[src/rtl/pipe_stage_reg.sv]
// Elastic pipeline register with valid/ready handshake, flush-to-bubble and halt freeze.
// Optional 2-entry skid (SKID=1); PIPE_STAGE_STATS_EN adds stall/bubble counters.
module pipe_stage_reg #(
  parameter int unsigned DATA_W = 32,
  parameter int unsigned PC_W   = 22,
  parameter int unsigned SKID   = 1
) (
  input  logic              clk,
  input  logic              rst,
  input  logic              in_valid,
  output logic              in_ready,
  input  logic [PC_W-1:0]   in_pc,
  input  logic [DATA_W-1:0] in_data,
  output logic              out_valid,
  input  logic              out_ready,
  output logic [PC_W-1:0]   out_pc,
  output logic [DATA_W-1:0] out_data,
  input  logic              flush,
`ifdef PIPE_STAGE_STATS_EN
  input  logic              hlt,
  output logic [31:0]       stall_cnt,
  output logic [31:0]       bubble_cnt
`else
  input  logic              hlt
`endif
);

  logic              m_valid_q, m_valid_d;
  logic [PC_W-1:0]   m_pc_q, m_pc_d;
  logic [DATA_W-1:0] m_data_q, m_data_d;
  logic              s_valid_q, s_valid_d;
  logic [PC_W-1:0]   s_pc_q, s_pc_d;
  logic [DATA_W-1:0] s_data_q, s_data_d;

  logic accept;
  logic deliver;

  // With a skid entry, in_ready depends only on state and hlt, never on out_ready.
  always_comb begin
    if (SKID != 0) begin
      in_ready = ~s_valid_q & ~hlt;
    end else begin
      in_ready = (~m_valid_q | out_ready) & ~hlt;
    end
  end

  assign out_valid = m_valid_q & ~hlt;
  assign out_pc    = m_pc_q;
  assign out_data  = m_data_q;

  assign accept  = in_valid & in_ready & ~flush;
  assign deliver = out_valid & out_ready;

  always_comb begin
    m_valid_d = m_valid_q;
    m_pc_d    = m_pc_q;
    m_data_d  = m_data_q;
    s_valid_d = s_valid_q;
    s_pc_d    = s_pc_q;
    s_data_d  = s_data_q;

    if (flush) begin
      m_valid_d = 1'b0;
      s_valid_d = 1'b0;
    end else if ((SKID != 0) && s_valid_q) begin
      // FULL: accept is impossible; a delivery promotes the skid beat to head.
      if (deliver) begin
        m_pc_d    = s_pc_q;
        m_data_d  = s_data_q;
        s_valid_d = 1'b0;
      end
    end else if ((SKID != 0) && accept && m_valid_q && !deliver) begin
      s_valid_d = 1'b1;
      s_pc_d    = in_pc;
      s_data_d  = in_data;
    end else begin
      if (deliver) begin
        m_valid_d = 1'b0;
      end
      if (accept) begin
        m_valid_d = 1'b1;
        m_pc_d    = in_pc;
        m_data_d  = in_data;
      end
    end
  end

  always_ff @(posedge clk) begin
    if (rst) begin
      m_valid_q <= 1'b0;
      m_pc_q    <= '0;
      m_data_q  <= '0;
      s_valid_q <= 1'b0;
      s_pc_q    <= '0;
      s_data_q  <= '0;
    end else begin
      m_valid_q <= m_valid_d;
      m_pc_q    <= m_pc_d;
      m_data_q  <= m_data_d;
      s_valid_q <= s_valid_d;
      s_pc_q    <= s_pc_d;
      s_data_q  <= s_data_d;
    end
  end

`ifdef PIPE_STAGE_STATS_EN
  logic [31:0] stall_q;
  logic [31:0] bubble_q;
  logic        stall_now;
  logic        bubble_now;

  assign stall_now  = out_valid & ~out_ready;
  assign bubble_now = out_ready & ~out_valid & ~hlt;

  // Saturating counters; flush deliberately has no effect on them.
  always_ff @(posedge clk) begin
    if (rst) begin
      stall_q  <= '0;
      bubble_q <= '0;
    end else begin
      if (stall_now && (stall_q != 32'hFFFF_FFFF)) begin
        stall_q <= stall_q + 32'd1;
      end
      if (bubble_now && (bubble_q != 32'hFFFF_FFFF)) begin
        bubble_q <= bubble_q + 32'd1;
      end
    end
  end

  assign stall_cnt  = stall_q;
  assign bubble_cnt = bubble_q;
`endif

endmodule
[config.mk]
export PLATFORM = sky130hd
export DESIGN_NAME = pipe_stage_reg
export DESIGN_NICKNAME = d
export VERILOG_FILES = /design/src/rtl/pipe_stage_reg.sv
export SDC_FILE = /design/constraint.sdc
export NUM_CORES = 1
export LEC_CHECK = 0
export BUFFER_PORTS_ARGS = -buffer_cell sky130_fd_sc_hd__buf_2
export CAP_MARGIN = 30
export CELL_PAD_IN_SITES_DETAIL_PLACEMENT = 0
export CELL_PAD_IN_SITES_GLOBAL_PLACEMENT = 1
export CORE_MARGIN = 5
export CORE_UTILIZATION = 46
export DETAILED_ROUTE_END_ITERATION = 12
export PLACE_DENSITY = 0.88
export SLEW_MARGIN = 25
export SYNTH_ARGS = -nofsm -noshare
export SYNTH_HDL_FRONTEND = slang
export SYNTH_SLANG_ARGS = --single-unit
[constraint.sdc]
create_clock -name clk -period 3.1 [get_ports clk]
set_input_delay 0.775 -clock clk [delete_from_list [all_inputs] [get_ports clk]]
set_output_delay 0.775 -clock clk [all_outputs]
set_load 0.005 [all_outputs]
==> flow_results.org <==
** Run status
- The run finished with clean final reports.

** Worst setup path
- Worst Setup Path Type :: register to output pin
- Worst endpoint required time :: 2.32 ns
- Path length in cells of the critical path :: 2
- Startpoint class of the critical path :: register
- Critical-path cell with the highest stage delay :: sky130_fd_sc_hd__dfxtp_4
- At the worst endpoint, the arrival time is 1.38 ns.
- The worst setup path is captured at an output pin.
- Largest delay share family, worst path :: flip-flops
- In this run the register-to-register setup slack is 1.05 ns.
- Reg2reg path depth :: 4
- Cell breakdown of the critical path :: nor2_1 > buf_2
- Largest stage delay, worst path :: 0.75 ns
- Counting both buffers and inverters, the worst setup path holds a total of 1.
- Along the worst path, the maximum fanout reaches 34.

** Cells and area
- The final layout contains 693 nets.
- Measured on the finished design, the core utilization comes to 54.0%.
- Area occupied by registers :: 2210 um^2
- Antenna diode instance count :: 0
- The count of cells in the finished layout, fillers not included, comes to 803.
- Number of filler instances in the final layout :: 1112
- In the final layout, the multi-input gates occupy 3200 um^2.
- Area growth from synthesis to layout :: 14.9%
- In the final layout, the share of cells above drive strength 1 is 30.2%.

** Synth
- Synth Net Count :: 603
- The average instance in the mapped netlist occupies 10.4 um^2.
- Counting flops with a built-in enable in the synthesized netlist gives 0.
- Most frequent cells after synthesis :: sky130_fd_sc_hd__dfxtp_1 (110), sky130_fd_sc_hd__mux2i_1 (108), sky130_fd_sc_hd__nand2b_1 (108), sky130_fd_sc_hd__nor2_1 (57), sky130_fd_sc_hd__nor2b_1 (55)
- XOR/XNOR Fraction of Synth Area :: 0%
- Cell taking the most area after synthesis :: sky130_fd_sc_hd__dfxtp_1
- After synthesis, the cell types taking the most area are sky130_fd_sc_hd__dfxtp_1 (39%), sky130_fd_sc_hd__mux2i_1 (19%), sky130_fd_sc_hd__mux2_4 (13%), sky130_fd_sc_hd__nand2b_1 (12%), sky130_fd_sc_hd__nor2b_1 (6.1%).
- After Yosys synthesis, full adders, half adders and majority gates account for 0% of the synthesized area.
- Share of synthesized area spent on multiplexers :: 33.1%
- The most used flip-flop cell after synthesis is sky130_fd_sc_hd__dfxtp_1.
- In the synthesized netlist, the number of instances is 543.
- After synthesis the netlist holds a flip-flop and latch count of 110.
- Number of distinct library cell variants in the gate-level netlist after synthesis :: 19
- Summing the areas of all and, or, nand and nor instances in the mapped netlist gives 22.4% of the synthesized area.
- In this run the biggest area consumer among cell types represents 38.9% of the synthesized area.
- By area, the combinational part of the netlist is dominated by multiplexers.
- Area fraction in compound gates after synthesis :: 0.839%
- Yosys instantiated no cell more often than sky130_fd_sc_hd__dfxtp_1.
- Of the synthesized area, sequential elements account for 38.9%.
- For this run, the number of Yosys warnings is 0.
- Share of async-settable or async-resettable flops after synthesis :: 0%
- Area of the mapped netlist :: 5670 um^2

** Placement
- After detailed placement, the design holds a cell count of 790.
- In this run the tool buffered the top-level ports with 115 buffer cells.
- At the placement stage, the worst setup path has a slack of 0.871 ns.
- Detailed placer's ending HPWL :: 7460 um
- Routability congestion estimate :: 0.745

** Global route
- The via count of the first global-routing pass was 3815.
- Largest net degree at the start of global routing :: 219
- The initial antenna violation count came to 1.
- Global routing used 15.6% of the available tracks across all layers.
- Global route overflow :: 0
- Global-route wire length before repair :: 18300 um

** Floorplanning
- The total area inside the core boundary comes to 12100 um^2.
- In this run the core area contains 40 standard-cell rows.
- Top-level port count :: 116
- Overall die height :: 121 um
- For this configuration, the core starts out at a cell density of 47.0%.
- The floorplan step set the die width to 121 um.
- Full die area :: 14600 um^2

** Route
- Via count :: 3797
- For this run, design rule violations remaining after detail routing come to 0.
- After detailed routing, the total wire length is 11400 um.
- The detailed router finished its first iteration with 177 violations.
- Before antenna repair, the detailed router went through 4 iterations.
- The count of nets left with antenna violations once routing finished came out at 0.
- Via-per-instance ratio :: 4.73
- Detailed-route wire length per cell :: 14.1 um

** Flow run
- Max-cap violations in this run came to 0.

** STA
- Measured slew at the worst slew-check pin :: 0.791 ns
- Based on the critical path, the design can be clocked at up to 463 MHz.
- Setup violations remaining at the end of the flow were counted as 0.
- The clock arrives with 0.00625 ns of skew.
- Post-route fraction of the period consumed by the critical path :: 69.6%
- RSZ-0062 raised after global routing :: false
- Worst rel slew slack :: 47.3%
- Number of max-slew violations in the final report :: 0
- Sum of negative setup slack :: 0 ns
- In the post-route analysis, the smallest setup slack over all paths is 0.942 ns.
- Final Hold Fails :: 0
- Minimum clock period after layout :: 2.16 ns

** CTS
- Insertion delay to the later sink of the worst-skew pair :: 0.35 ns
- # H-tree levels :: 3
- Total number of clock tree sinks :: 110
- Cts bufs inserted :: 9
- In this run the deepest clock path goes through 2 buffers.
- Total of cells resized after clock tree synthesis :: 0
- CTS root buffer :: sky130_fd_sc_hd__clkbuf_16
- # hold bufs at CTS :: 0
- After clock tree synthesis, the clock-pin slew on the worst setup and hold paths is 0.06 ns.
- The number of setup buffers added after CTS is 0.
- TritonCTS built the clock tree.

** Min path
- The tightest min-delay check is of the register to register type.
- Worst hold path stage count :: 2

** Pwr
- Areal power density over the cells :: 430 nW/um^2
- Static Leakage :: 2.72 nW
- Across the VDD grid, the largest voltage drop is 200 uV.
- Overall power of the completed layout :: 2.80 mW
worst paths after layout:
path                start           end
min          s_data_q[27]  s_data_q[27]
max reg2reg     s_valid_q     out_pc[5]
max             s_valid_q      in_ready
min reg2reg  s_data_q[27]  s_data_q[27]
through the flow:
step / cell area, um^2 / hold WS [ns]
floorplan: 5670 / 0.448
global placement: 6250 / 0.458
detailed placement: 6250 / 0.463
CTS: 6510 / 0.478
global route: 6510 / 0.503
finish: 6510 / 0.472
final cells by class:
cell class / instances / share of cell area (%)
multi-input cells: 391 / 49.1
well taps: 168 / 3.23
clock buffers: 11 / 3.88
flip-flops and latches: 110 / 33.9
clock inverters: 2 / 0.154
repair buffers: 121 / 9.76
worst register-to-register path: cells and delay by family, from the launching register on:
family          cells  cell delay (ns)
flops               1             0.75
buf+inv             1             0.49
mux                 1             0.36
compound gates      1             0.17
simple gates        1             0.16
where the power goes:
part / total [mW] / internal (mW) / switching, mW
Combinational: 0.280 / 0.151 / 0.128
Clock: 1.07 / 0.573 / 0.495
Sequential: 1.45 / 1.44 / 0.0156
Total: 2.80 / 2.16 / 0.639
placed cells by master (no fill, tap or decap), drive strengths merged, types with 2 or more instances in the layout:
cell	synthesis	final
nor3	2	2
mux2	54	54
buf	20	121
clkbuf	22	11
nor2b	55	55
nor2	57	57
dfxtp	110	110
mux2i	108	108
clkinv	0	2
nand2b	108	108
logic make-up after synthesis:
group | count (synthesis)
mux | 162
flops | 110
simple gates | 225
compound gates | 4
buf+inv | 42
metal layers:
metal  GRT usage [%]  routed length, um  part of all wire [%]
met1            18.9               5220                    46
met2            26.5               5470                    48
met3            2.84                370                   3.3
met4            7.79                279                   2.5
met5               0                 13                  0.11
flip-flops by register name, summed over array words and instances (netlist names):
signal,flops
out_data,32
s_data_q,32
out_pc,22
s_pc_q,22
m_valid_q,1
s_valid_q,1
Note: power is estimated with default switching activity, not from simulation.
